--- config.mk ---
export PLATFORM = sky130hd
export DESIGN_NAME = turn_controller
export DESIGN_NICKNAME = d
export VERILOG_FILES = /design/src/rtl/turn_controller.sv
export SDC_FILE = /design/constraint.sdc
export NUM_CORES = 1
export LEC_CHECK = 0
export ABC_AREA = 0
export CORE_UTILIZATION = 43
export CTS_BUF_LIST = sky130_fd_sc_hd__clkbuf_4 sky130_fd_sc_hd__clkbuf_8 sky130_fd_sc_hd__clkbuf_16
export DETAILED_ROUTE_END_ITERATION = 12
export GPL_ROUTABILITY_DRIVEN = 0
export GPL_TIMING_DRIVEN = 1
export PLACE_DENSITY_LB_ADDON = 0.25
export SYNTH_ARGS = -nofsm -noshare
export SYNTH_HDL_FRONTEND = slang
export SYNTH_SLANG_ARGS = --single-unit
--- constraint.sdc ---
create_clock -name clk -period 1.6 [get_ports clk]
set_input_delay 0.32 -clock clk [delete_from_list [all_inputs] [get_ports clk]]
set_output_delay 0.32 -clock clk [all_outputs]
set_load 0.02 [all_outputs]
--- src/rtl/turn_controller.sv ---
// Per-turn sequencer for the two-player fight datapath: latches moves, issues one
// resolve strobe per turn, scores rounds from hp and declares the match winner.
module turn_controller #(
    parameter int TIMEOUT_CYCLES = 8,
    parameter int ROUNDS_TO_WIN  = 2,
    parameter int TW             = 4
) (
    input  logic       clk,
    input  logic       reset,
    input  logic       en,
    input  logic       punch1,
    input  logic       kick1,
    input  logic       wait1,
    input  logic       jump1,
    input  logic       left1,
    input  logic       right1,
    input  logic       punch2,
    input  logic       kick2,
    input  logic       wait2,
    input  logic       jump2,
    input  logic       left2,
    input  logic       right2,
    input  logic [1:0] hp1,
    input  logic [1:0] hp2,
    output logic [2:0] move1,
    output logic [2:0] move2,
    output logic       resolve,
    output logic       dp_reset,
    output logic [2:0] phase,
    output logic [1:0] wins1,
    output logic [1:0] wins2,
    output logic [1:0] winner,
    output logic       game_over
);

    // Datapath handshake: resolve is a one-cycle strobe with no back-pressure;
    // move1/move2 are valid while resolve is high and hold until the next commit.
    typedef enum logic [2:0] {
        S_INIT    = 3'd0,
        S_COLLECT = 3'd1,
        S_RESOLVE = 3'd2,
        S_SETTLE  = 3'd3,
        S_OVER    = 3'd4
    } state_t;

    localparam logic [TW-1:0] TIMER_LAST = TW'(TIMEOUT_CYCLES - 1);
    localparam logic [1:0]    WIN_TARGET = 2'(ROUNDS_TO_WIN);

    state_t        state;
    logic          c1, c2;
    logic [TW-1:0] timer;
    logic          resolve_q;
    logic          p1_any, p2_any;
    logic [2:0]    enc1, enc2;

    function automatic logic [2:0] encode(input logic punch, input logic kick,
                                          input logic jump, input logic left,
                                          input logic right);
        logic [2:0] code;
        code = 3'd0;
        if (punch)      code = 3'd1;
        else if (kick)  code = 3'd2;
        else if (jump)  code = 3'd3;
        else if (left)  code = 3'd4;
        else if (right) code = 3'd5;
        return code;
    endfunction

    assign p1_any = punch1 | kick1 | wait1 | jump1 | left1 | right1;
    assign p2_any = punch2 | kick2 | wait2 | jump2 | left2 | right2;
    assign enc1   = encode(punch1, kick1, jump1, left1, right1);
    assign enc2   = encode(punch2, kick2, jump2, left2, right2);

    assign phase   = state;
    assign resolve = resolve_q & en;

    always_ff @(posedge clk or negedge reset) begin
        if (!reset) begin
            state     <= S_INIT;
            c1        <= 1'b0;
            c2        <= 1'b0;
            timer     <= '0;
            resolve_q <= 1'b0;
            move1     <= 3'd0;
            move2     <= 3'd0;
            dp_reset  <= 1'b0;
            wins1     <= 2'd0;
            wins2     <= 2'd0;
            winner    <= 2'b00;
            game_over <= 1'b0;
        end else if (en) begin
            resolve_q <= 1'b0;
            case (state)
                S_INIT: begin
                    c1       <= 1'b0;
                    c2       <= 1'b0;
                    timer    <= '0;
                    dp_reset <= 1'b1;
                    state    <= S_COLLECT;
                end
                S_COLLECT: begin
                    if (!c1 && p1_any) begin
                        c1    <= 1'b1;
                        move1 <= enc1;
                    end
                    if (!c2 && p2_any) begin
                        c2    <= 1'b1;
                        move2 <= enc2;
                    end
                    if ((c1 | p1_any) && (c2 | p2_any)) begin
                        state     <= S_RESOLVE;
                        resolve_q <= 1'b1;
                    end else if (c1 ^ c2) begin
                        // One side committed: count down to defaulting the other to wait.
                        if (timer == TIMER_LAST) begin
                            state     <= S_RESOLVE;
                            resolve_q <= 1'b1;
                            if (!c1) move1 <= 3'd0;
                            if (!c2) move2 <= 3'd0;
                        end else begin
                            timer <= timer + 1'b1;
                        end
                    end else if (p1_any || p2_any) begin
                        timer <= '0;
                    end
                end
                S_RESOLVE: begin
                    c1    <= 1'b0;
                    c2    <= 1'b0;
                    timer <= '0;
                    state <= S_SETTLE;
                end
                S_SETTLE: begin
                    if (hp1 != 2'd0 && hp2 != 2'd0) begin
                        state <= S_COLLECT;
                    end else if (hp1 != 2'd0) begin
                        if (wins1 != WIN_TARGET) wins1 <= wins1 + 2'd1;
                        if (wins1 + 2'd1 == WIN_TARGET) begin
                            winner    <= 2'b01;
                            game_over <= 1'b1;
                            state     <= S_OVER;
                        end else begin
                            dp_reset <= 1'b0;
                            state    <= S_INIT;
                        end
                    end else if (hp2 != 2'd0) begin
                        if (wins2 != WIN_TARGET) wins2 <= wins2 + 2'd1;
                        if (wins2 + 2'd1 == WIN_TARGET) begin
                            winner    <= 2'b10;
                            game_over <= 1'b1;
                            state     <= S_OVER;
                        end else begin
                            dp_reset <= 1'b0;
                            state    <= S_INIT;
                        end
                    end else begin
                        dp_reset <= 1'b0;
                        state    <= S_INIT;
                    end
                end
                S_OVER: begin
                    state <= S_OVER;
                end
                default: begin
                    dp_reset <= 1'b0;
                    state    <= S_INIT;
                end
            endcase
        end
    end

endmodule

Yosys cells after proc, flatten, opt, wreduce, memory -nomap -nowiden

Cells that the tools add are included.

Equality and inequality tests: 20
Add/sub/neg operators: 3
Multiplexer cells: 56
Bitwise logic cells: 17
Reductions and logical operators: 24

Operators by type and width:

| kind                                                 | count |
|---|---|
| 2-to-1 mux 3 bit                                     | 28 |
| 2-to-1 mux 4 bit                                     | 4 |
| 2-to-1 mux 1 bit                                     | 15 |
| != test 3 bit (second input constant)                | 5 |
| case mux 3 bit (5 select lines)                      | 1 |
| AND reduction 5 bit                                  | 3 |
| != test 2 bit (second input constant)                | 6 |
| OR 1 bit                                             | 12 |
| AND reduction 6 bit                                  | 2 |
| nonzero test 2 bit                                   | 5 |
| AND reduction 3 bit                                  | 3 |
| 2-to-1 mux 2 bit                                     | 4 |
| case mux 4 bit (2 select lines)                      | 1 |
| equality test 3 x 2 -> 1 bit (second input constant) | 2 |
| adder 2 x 1 -> 2 bit (second input constant)         | 2 |
| adder 4 x 1 -> 4 bit (second input constant)         | 1 |
| equality test 2 bit (second input constant)          | 2 |
| equality test 4 x 3 -> 1 bit (second input constant) | 1 |
| logical AND 1 bit                                    | 4 |
| != test 4 bit (second input constant)                | 1 |
| case mux 1 bit (2 select lines)                      | 2 |
| equality test 3 x 1 -> 1 bit (second input constant) | 1 |
| equality test 3 bit (second input constant)          | 1 |
| logical NOT 3 bit                                    | 1 |
| 10 further kinds                                     | 13 |

Output and inout port bits: 18
Bits of input ports: 19
Register bits after elaboration: 24
Logic and storage cells: 132

Logic depth before layout (Yosys ltp)

Gate-level depths: netlist (run 1).

Depth in word-level cells: 11
Gate-level depth with buffers: 6
Gate-level depth less buffers: 6

Worst setup path after synthesis (run 1)

No wires, ideal clock.

Path kind: register to register
Start point: register timer[0]
End point: register timer[3]
Clock period less this slack: 1.776 ns
Cell stages (with the launch flop): 7
Buffers on the path: 0
Arrival: 1.650 ns
Slack: -0.176 ns
Required time: 1.474 ns
Setup time: 0.126 ns
Path through: dfrtp_1 -> ha_1 -> nand2_1 -> nor3_2 -> or3b_4 -> o21a_1 -> a221o_1

Cells in the longest elaborated chain, start to end: 5
Elaborated cells between the ends (all ways): 8
Those cells by class: 1 x add/sub; 2 x eq/ne; 4 x mux; 1 x reduce/logical

Ends and longest elaborated chain:

| item                            | RTL line | source |
|---|---|---|
| from (decl)                     | 51       | `logic [TW-1:0] timer;` |
| from (signal assigned)          | 121      | `timer <= timer + 1'b1;` |
| adder 4 x 1 -> 4 bit            | 121      |  |
| 2-to-1 mux 4 bit                | 115      | `if (timer == TIMER_LAST) begin` |
| 2-to-1 mux 4 bit                | 113      | `end else if (c1 ^ c2) begin` |
| 2-to-1 mux 4 bit                | 110      | `if ((c1 \| p1_any) && (c2 \| p2_any)) begin` |
| case mux 4 bit (2 select lines) | 93       | `case (state)` |

Several ways; a longest one is shown, not always the timed one. The select of a mux whose other input is x is not followed.
A chain may end at the register's enable or synchronous reset.

Worst setup path after layout (run 1)

Start point: register c1
End point: register timer[2]

Cells in the longest elaborated chain, start to end: 4
Elaborated cells between the ends (all ways): 10
Those cells by class: 3 x eq/ne; 3 x mux; 2 x bitwise; 2 x reduce/logical

Ends and longest elaborated chain:

| item                                                                          | RTL line | source |
|---|---|---|
| from (decl)                                                                   | 50       | `logic c1, c2;` |
| from (signal assigned)                                                        | 80       | `c1 <= 1'b0;` |
| from (signal assigned)                                                        | 95       | `c1 <= 1'b0;` |
| from (signal assigned)                                                        | 103      | `c1 <= 1'b1;` |
| XOR 1 bit / OR 1 bit (equally long branches)                                  | 113, 110 |  |
| 2-to-1 mux 4 bit / logical AND 1 bit (equally long branches)                  | 113, 110 |  |
| 2-to-1 mux 4 bit / != test 2 bit (equally long branches)                      | --       |  |
| case mux 4 bit (2 select lines) / AND reduction 5 bit (equally long branches) | --       |  |

Several ways; a longest one is shown, not always the timed one. The select of a mux whose other input is x is not followed.

==> impl_results.md, run 1 <==
* Async SR Flop Fraction at 100.0%
* Net Switching at 1143 uW
* Int Power at 1793 uW
* CTS tree: built
* Max-slew headroom at 76.06%
* Worst Setup SP: c1$_DFFE_PN0P_
* #FFs+latches synth at 24
* Hold Fails Final Rpt at 0
* Core ar. at 3028 um^2
* I/O pin count at 37
* Final WS setup at -0.1524 ns
* Worst Tran Pin Value at 0.3553 ns
* Via count at 1423
* Clk network pwr share at 15.6%
* Initial antenna violation count at 0
* Layout cells sized above 1 at 30.43%
* Setup violators final at 5
* Clk sinks at 24
* Hold buffer count at cts at 0
* DRC Markers at 0
* # port buffers at 36
* Via/cell ratio at 5.193
* CTS max path bufs at 2
* Violated checks: setup timing
* Synth top cells by count: dfrtp_1 (24), nand2_1 (22), nor2_1 (14)
* Max Fclk at 570.6 MHz
* Post-Synth XOR/XNOR Area at 3.102%
* Worst-path clk slew at 0.15 ns
* Cell variety after synth at 41
* Final Skew at 0.01017 ns
* Post-Layout Cell Count at 274
* Post-Route Utilization at 75.87%
* Post-Syn Area at 1371 um^2
* Top cell type's share of synthesized area at 43.80%
* Mapped Cells at 147
* DP Wirelength at 2672 um
* Placed cells at 261
* Fin area at 2297 um^2
* Max-Cap Viols at 0
* Layout area overhead at 67.52%
* Synth top area cells: dfrtp_1 (44%), ha_1 (6.4%), nand2_1 (6.0%)
* Post-synthesis simple-gate area fraction at 23.36%
* Multiplexer area fraction after synthesis at 1.551%
* First-pass iteration count of the detailed router at 5
* Startpoint Class: register
* RSZ-0062 raised after global routing: yes
* Diodes inserted at 0
* CP Max Fanout at 3
* Die Footprint at 3419 um^2
* Leak at 0.001153 uW
* Flop pwr share at 32.2%
* Total CTS buffers at 3
* Outcome: finished, violations left
* Root Buffer: clkbuf_4
* Layout Nets at 257
* Clk Latency, worst-skew pair at 0.33 ns
* Largest family of logic cells by synthesized area: simple AND/OR/NAND/NOR gates
* Tot GR Track Use at 23.16%
* R2R Path Start: c1$_DFFE_PN0P_
* Row count at 20
* Max Transition Viols Final at 0
* 1st-iter DRT viols at 42
* Min-delay worst type: input pin to asynchronous set/reset pin
* Max IR drop VDD at 734.0 uV
* Largest net degree at the start of global routing at 25
* PD cells at 1278 nW/um^2
* Count leader, synth: dfrtp_1
* Detailed-route wire length per cell at 14.70 um
* Ys Warns at 0
* Vias in the first global route at 1406
* Period utilization at 109.5%
* Kind of critical path: register to register
* Die H at 58.47 um
* Logic gate share of total power at 52.2%
* Syn avg cell area at 9.329 um^2
* H-tree levels at 1
* Area leader, netlist: dfrtp_1
* Area after DPL at 2044 um^2
* Initial core utilization at 45.29%
* Net Count, Synth at 173
* WP data arrival at 1.98 ns
* Fin crit period at 1.752 ns
* Overall power at 2935 uW
* First-pass GRT wire length at 6044 um
* GRT overflow at 0
* EDFF count, synth at 0
* Fraction of the mapped netlist area in adder cells at 6.387%
* Net Sw Frac at 38.92%
* Worst Setup End Kind: register
* Ys flop type: dfrtp_1
* Post-synthesis compound-gate area fraction at 18.25%
* Die width at 58.47 um
* Fillers at 220
* Antenna Nets Post-Route at 0
* Worst path required time at 1.83 ns
* Sequential fraction of the synthesis area at 43.80%
* Final Routed Wirelength at 4029 um
## sequential cells by signal (all words and copies together) (netlist names)
| signal | flops |
|---|---|
| c1 | 1 |
| c2 | 1 |
| dp_reset | 1 |
| game_over | 1 |
| move1 | 3 |
| move2 | 3 |
| phase | 3 |
| resolve_q | 1 |
| timer | 4 |
| winner | 2 |
| wins1 | 2 |
| wins2 | 2 |
## per-layer routing
layer | GRT usage (%) | vias to the layer above | routed length, um
met5 | 0 | - | 0
met4 | 10.20 | 0 | 93
met3 | 3.516 | 12 | 175
met2 | 43.51 | 42 | 2139
met1 | 25.75 | 681 | 1620
li1 | - | 688 | -
## critical path, stage by stage, from the launching register on
cell     delay (ns)
dfrtp_1        0.44
xnor2_2        0.21
nor3_2         0.07
or3b_4         0.38
o21a_1         0.22
a221o_1        0.33
## what timing repair did
| action | in CTS | in global routing |
|---|---|---|
| endpoints found under the setup margin | 27 | 13 |
| gates resized for setup | 38 | 14 |
| hold endpoints to repair | 0 | 0 |
| setup buffers | 5 | 4 |
| pin swaps | 5 | 10 |
## power by group through the flow
stage	Sequential (uW)	Combinational [uW]	Clock [uW]
CTS	938	1460	458
detailed placement	955	1470	0
global route	969	1660	479
floorplan	1170	514	0
finish	945	1530	458
global placement	944	1430	0
## metrics by stage
step                      worst slack, ns  hold WS (ns)  setup TNS (ns)
after floorplan                   -0.1005       0.02441         -0.2531
after global placement            -0.5627        0.4638          -7.415
after detailed placement          -0.6814        0.4646          -8.555
after CTS                         -0.1696        0.3529         -0.4268
after global routing              -0.1921        0.3824          -1.000
final                             -0.1524        0.3653         -0.5736
## final timing paths
| path | to | slack (ns) | cells after the start |
|---|---|---|---|
| setup / recovery | timer[2]$_DFFE_PN0P_ | -0.15 | 5 |
| hold / removal | move2[0]$_DFFE_PN0P_ | 0.37 | 2 |
| setup reg to reg | timer[2]$_DFFE_PN0P_ | -0.15 | 5 |
| hold reg to reg | game_over$_DFFE_PN0P_ | 0.49 | 1 |
| max in group asynchronous | game_over$_DFFE_PN0P_ | 0.98 | 2 |
| min in group clk | game_over$_DFFE_PN0P_ | 0.49 | 1 |
## kinds of logic after synthesis
group                    Yosys count
AND/OR/NAND/NOR                   59
multiplexers                       2
flip-flops                        24
AO/OA/AOI/OAI                     38
buffers and inverters             13
adder cells (fa/ha/maj)            7
XOR/XNOR                           4
## placed cells by master (no fill, tap or decap), types with 2 or more instances in the layout
master,n
o31ai_1,3
ha_2,2
inv_1,13
dlygate4sd2_1,23
nand2_2,2
buf_4,40
or2_2,2
ha_1,5
o22ai_1,2
a22o_1,3
dfrtp_1,24
a221o_1,2
nor2_1,14
o21ai_0,6
and2_1,2
a31oi_1,2
a21oi_1,8
dlymetal6s2s_1,3
buf_6,3
xnor2_1,2
clkbuf_4,3
o21ai_1,3
nand3_1,3
nand2_1,20
nor4_4,2
clkdlybuf4s50_1,10
## layout make-up
type	instances	area [um^2]	area share, %
Sequential cell	24	600.6	26.14
Timing Repair Buffer	79	673.1	29.30
Tap cell	44	55.05	2.397
Clock buffer	3	22.52	0.9804
Inverter	13	48.80	2.124
Multi-Input combinational cell	110	867.1	37.75
Clock inverter	1	30.03	1.307
(Power assumes the default switching activity.)
==> run 2: changes to the inputs <==
--- a/config.mk
+++ b/config.mk
@@ -6,7 +6,7 @@
 export NUM_CORES = 1
 export LEC_CHECK = 0
 export ABC_AREA = 0
-export CORE_UTILIZATION = 43
+export CORE_UTILIZATION = 48
 export CTS_BUF_LIST = sky130_fd_sc_hd__clkbuf_4 sky130_fd_sc_hd__clkbuf_8 sky130_fd_sc_hd__clkbuf_16
 export DETAILED_ROUTE_END_ITERATION = 12
 export GPL_ROUTABILITY_DRIVEN = 0
==> constraint.sdc (replaced) <==
create_clock -name clk -period 1.7 [get_ports clk]
set_input_delay 0.34 -clock clk [delete_from_list [all_inputs] [get_ports clk]]
set_output_delay 0.34 -clock clk [all_outputs]
set_load 0.02 [all_outputs]
==> run 2 against run 1 <==
  * The run still ends with setup timing left
  * Cell count is 7.7% lower
  * Clock-buffer cell count is the same
  * Flip-flop and latch count unchanged
==> impl_results.md, run 2 (synthesis results as in run 1) <==
* Die Footprint at 3075 um^2 (-10%)
* Clk sinks at 24 (unchanged)
* Max Transition Viols Final at 0 (unchanged)
* Place WS at -0.5341 ns (+0.1473 ns)
* Hold Fails Final Rpt at 0 (unchanged)
* R2R Path Start: timer[0]$_DFFE_PN0P_
* CTS tree: built
* Worst path required time at 1.93 ns (+0.10 ns)
* Kind of critical path: register to register
* H-tree levels at 1 (unchanged)
* Max IR drop VDD at 1036 uV (+41%)
* Commonest cells after routing, fill and taps aside: buf_4 (36), dfrtp_1 (23), nand2_1 (21)
* Worst Setup End Kind: register
* Worst Setup SP: timer[0]$_DFFE_PN0P_
* Violated checks: setup timing
* Detailed-route wire length per cell at 14.17 um (-3.7%)
* Most common cell after layout, fill and taps aside: buf_4
* Total CTS buffers at 3 (unchanged)
* Diodes inserted at 0 (unchanged)
* First-pass GRT wire length at 6099 um (+0.91%)
* Via count at 1385 (-2.7%)
* Final WS setup at -0.02161 ns (+0.1308 ns)
* Min-delay worst type: input pin to asynchronous set/reset pin
* Outcome: finished, violations left
* Largest reg by FF count: timer
* Clk Latency, worst-skew pair at 0.33 ns (about the same)
* Largest net degree at the start of global routing at 25 (unchanged)
* Initial antenna violation count at 0 (unchanged)
* CP Max Fanout at 3 (unchanged)
* CTS max path bufs at 2 (unchanged)
* Via/cell ratio at 5.474 (+5.4%)
* DRC Markers at 0 (unchanged)
* Overall power at 2478 uW (-16%)
* Layout area overhead at 56.20%
* WP data arrival at 1.95 ns (-0.03 ns)
* I/O pin count at 37 (unchanged)
* Fin crit period at 1.722 ns (-0.03080 ns)
* Hold slack at 0.3609 ns (-0.004455 ns)
* Critical-path top delay cell: dfrtp_1
* Core ar. at 2734 um^2 (-9.7%)
* Die H at 55.45 um (-5.2%)
* Max FFs per register at 4 (unchanged)
* Cell Chain, Critical Path: ha_2 -> nand2_2 -> nor3_2 -> or3b_4 -> o21a_1 -> a221o_1
* DP Wirelength at 2637 um (-1.3%)
* Period utilization at 101.3% (-8.3 points)
* Layout cells sized above 1 at 26.13% (-4.3 points)
* Final Skew at 0.002575 ns (-0.007594 ns)
* Root Buffer: clkbuf_4
* Final Routed Wirelength at 3584 um (-11%)
* Die width at 55.45 um (-5.2%)
* Setup violators final at 2 (-3)
* Max-slew headroom at 69.49% (-6.6 points)
* Worst Tran Pin Value at 0.4461 ns (+0.09077 ns)
* Worst-path clk slew at 0.12 ns (-0.03 ns)
* Row count at 19 (-5.0%)
* Initial core utilization at 50.16% (+4.9 points)
* GRT overflow at 0 (unchanged)
* # port buffers at 36 (unchanged)
* PD cells at 1157 nW/um^2 (-9.5%)
* Max Fclk at 580.9 MHz (+1.8%)
* First-pass iteration count of the detailed router at 4 (-1)
* RSZ-0062 raised after global routing: yes
* Antenna Nets Post-Route at 0 (unchanged)
* Layout Nets at 250 (-2.7%)
* CP max stage delay at 0.40 ns (-0.04 ns)
* Tot GR Track Use at 25.04% (+1.9 points)
* Vias in the first global route at 1413 (+0.50%)
* Startpoint Class: register
* Max-Cap Viols at 0 (unchanged)
* Post-Route Utilization at 78.35% (+2.5 points)
* 1st-iter DRT viols at 35 (-17%)
* Leak at 0.001141 uW (-1.1%)
-- run 2: cell types whose count changed in the layout (fill, tap and decap cells not counted), sizes merged --
| cell | before | now |
|---|---|---|
| clkdlybuf4s50 | 10 | 14 |
| bufinv | 1 | 0 |
| dlygate4sd2 | 23 | 10 |
| dlymetal6s2s | 3 | 11 |
| clkdlybuf4s15 | 0 | 1 |
| buf | 43 | 36 |
-- run 2: worst paths after layout --
check                                        end  slack [ns]  cells after the start
min reg2reg                game_over$_DFFE_PN0P_        0.49                      1
max in group asynchronous         c2$_DFFE_PN0P_        1.08                      2
min in group clk            move1[2]$_DFFE_PN0P_        0.46                      3
max                         timer[3]$_DFFE_PN0P_       -0.02                      6
max reg2reg                 timer[3]$_DFFE_PN0P_       -0.02                      6
min                         move2[2]$_DFFE_PN0P_        0.36                      2
-- run 2: what timing repair did --
item	in CTS	in global routing
pin swaps	7	7
hold buffers	0	0
buffers inserted	4	2
hold endpoints to repair	0	0
gates resized for setup	20	14
endpoints found under the setup margin	13	17
-- run 2: per-layer routing --
| layer | track usage, % | wire length [um] |
|---|---|---|
| met5 | 0 | 0 |
| met4 | 10.71 | 84 |
| met3 | 5.386 | 165 |
| met2 | 44.23 | 1860 |
| met1 | 29.12 | 1474 |
-- run 2: power breakdown --
part / internal, uW / switching [uW] / leakage, uW
clock: 83.5 / 173 / 0.0000138
sequential: 755 / 153 / 0.000304
combinational: 652 / 663 / 0.000823
total: 1490 / 989 / 0.00114
-- run 2: area by class of cell --
cell class / instances / area [um^2]
inverters: 13 / 48.80
repair buffers: 72 / 645.6
multi-input cells: 110 / 784.5
flip-flops and latches: 24 / 601.8
well taps: 31 / 38.79
fillers: 189 / 591.8
clock buffers: 3 / 22.52
-- run 2: through the flow --
step | setup TNS (ns) | cells | cell area, um^2
floorplan | -0.0009287 | 147 | 1374
global placement | -5.366 | 244 | 1998
detailed placement | -6.179 | 244 | 1998
CTS | -0.1543 | 251 | 2085
global route | -0.1654 | 253 | 2142
finish | -0.03918 | 253 | 2142
-- run 2: critical path: cells and delay by family (launching register included) --
family	cells	cell delay, ns
compound gates	2	0.52
simple gates	3	0.50
flops	1	0.40
fa+ha+maj	1	0.19
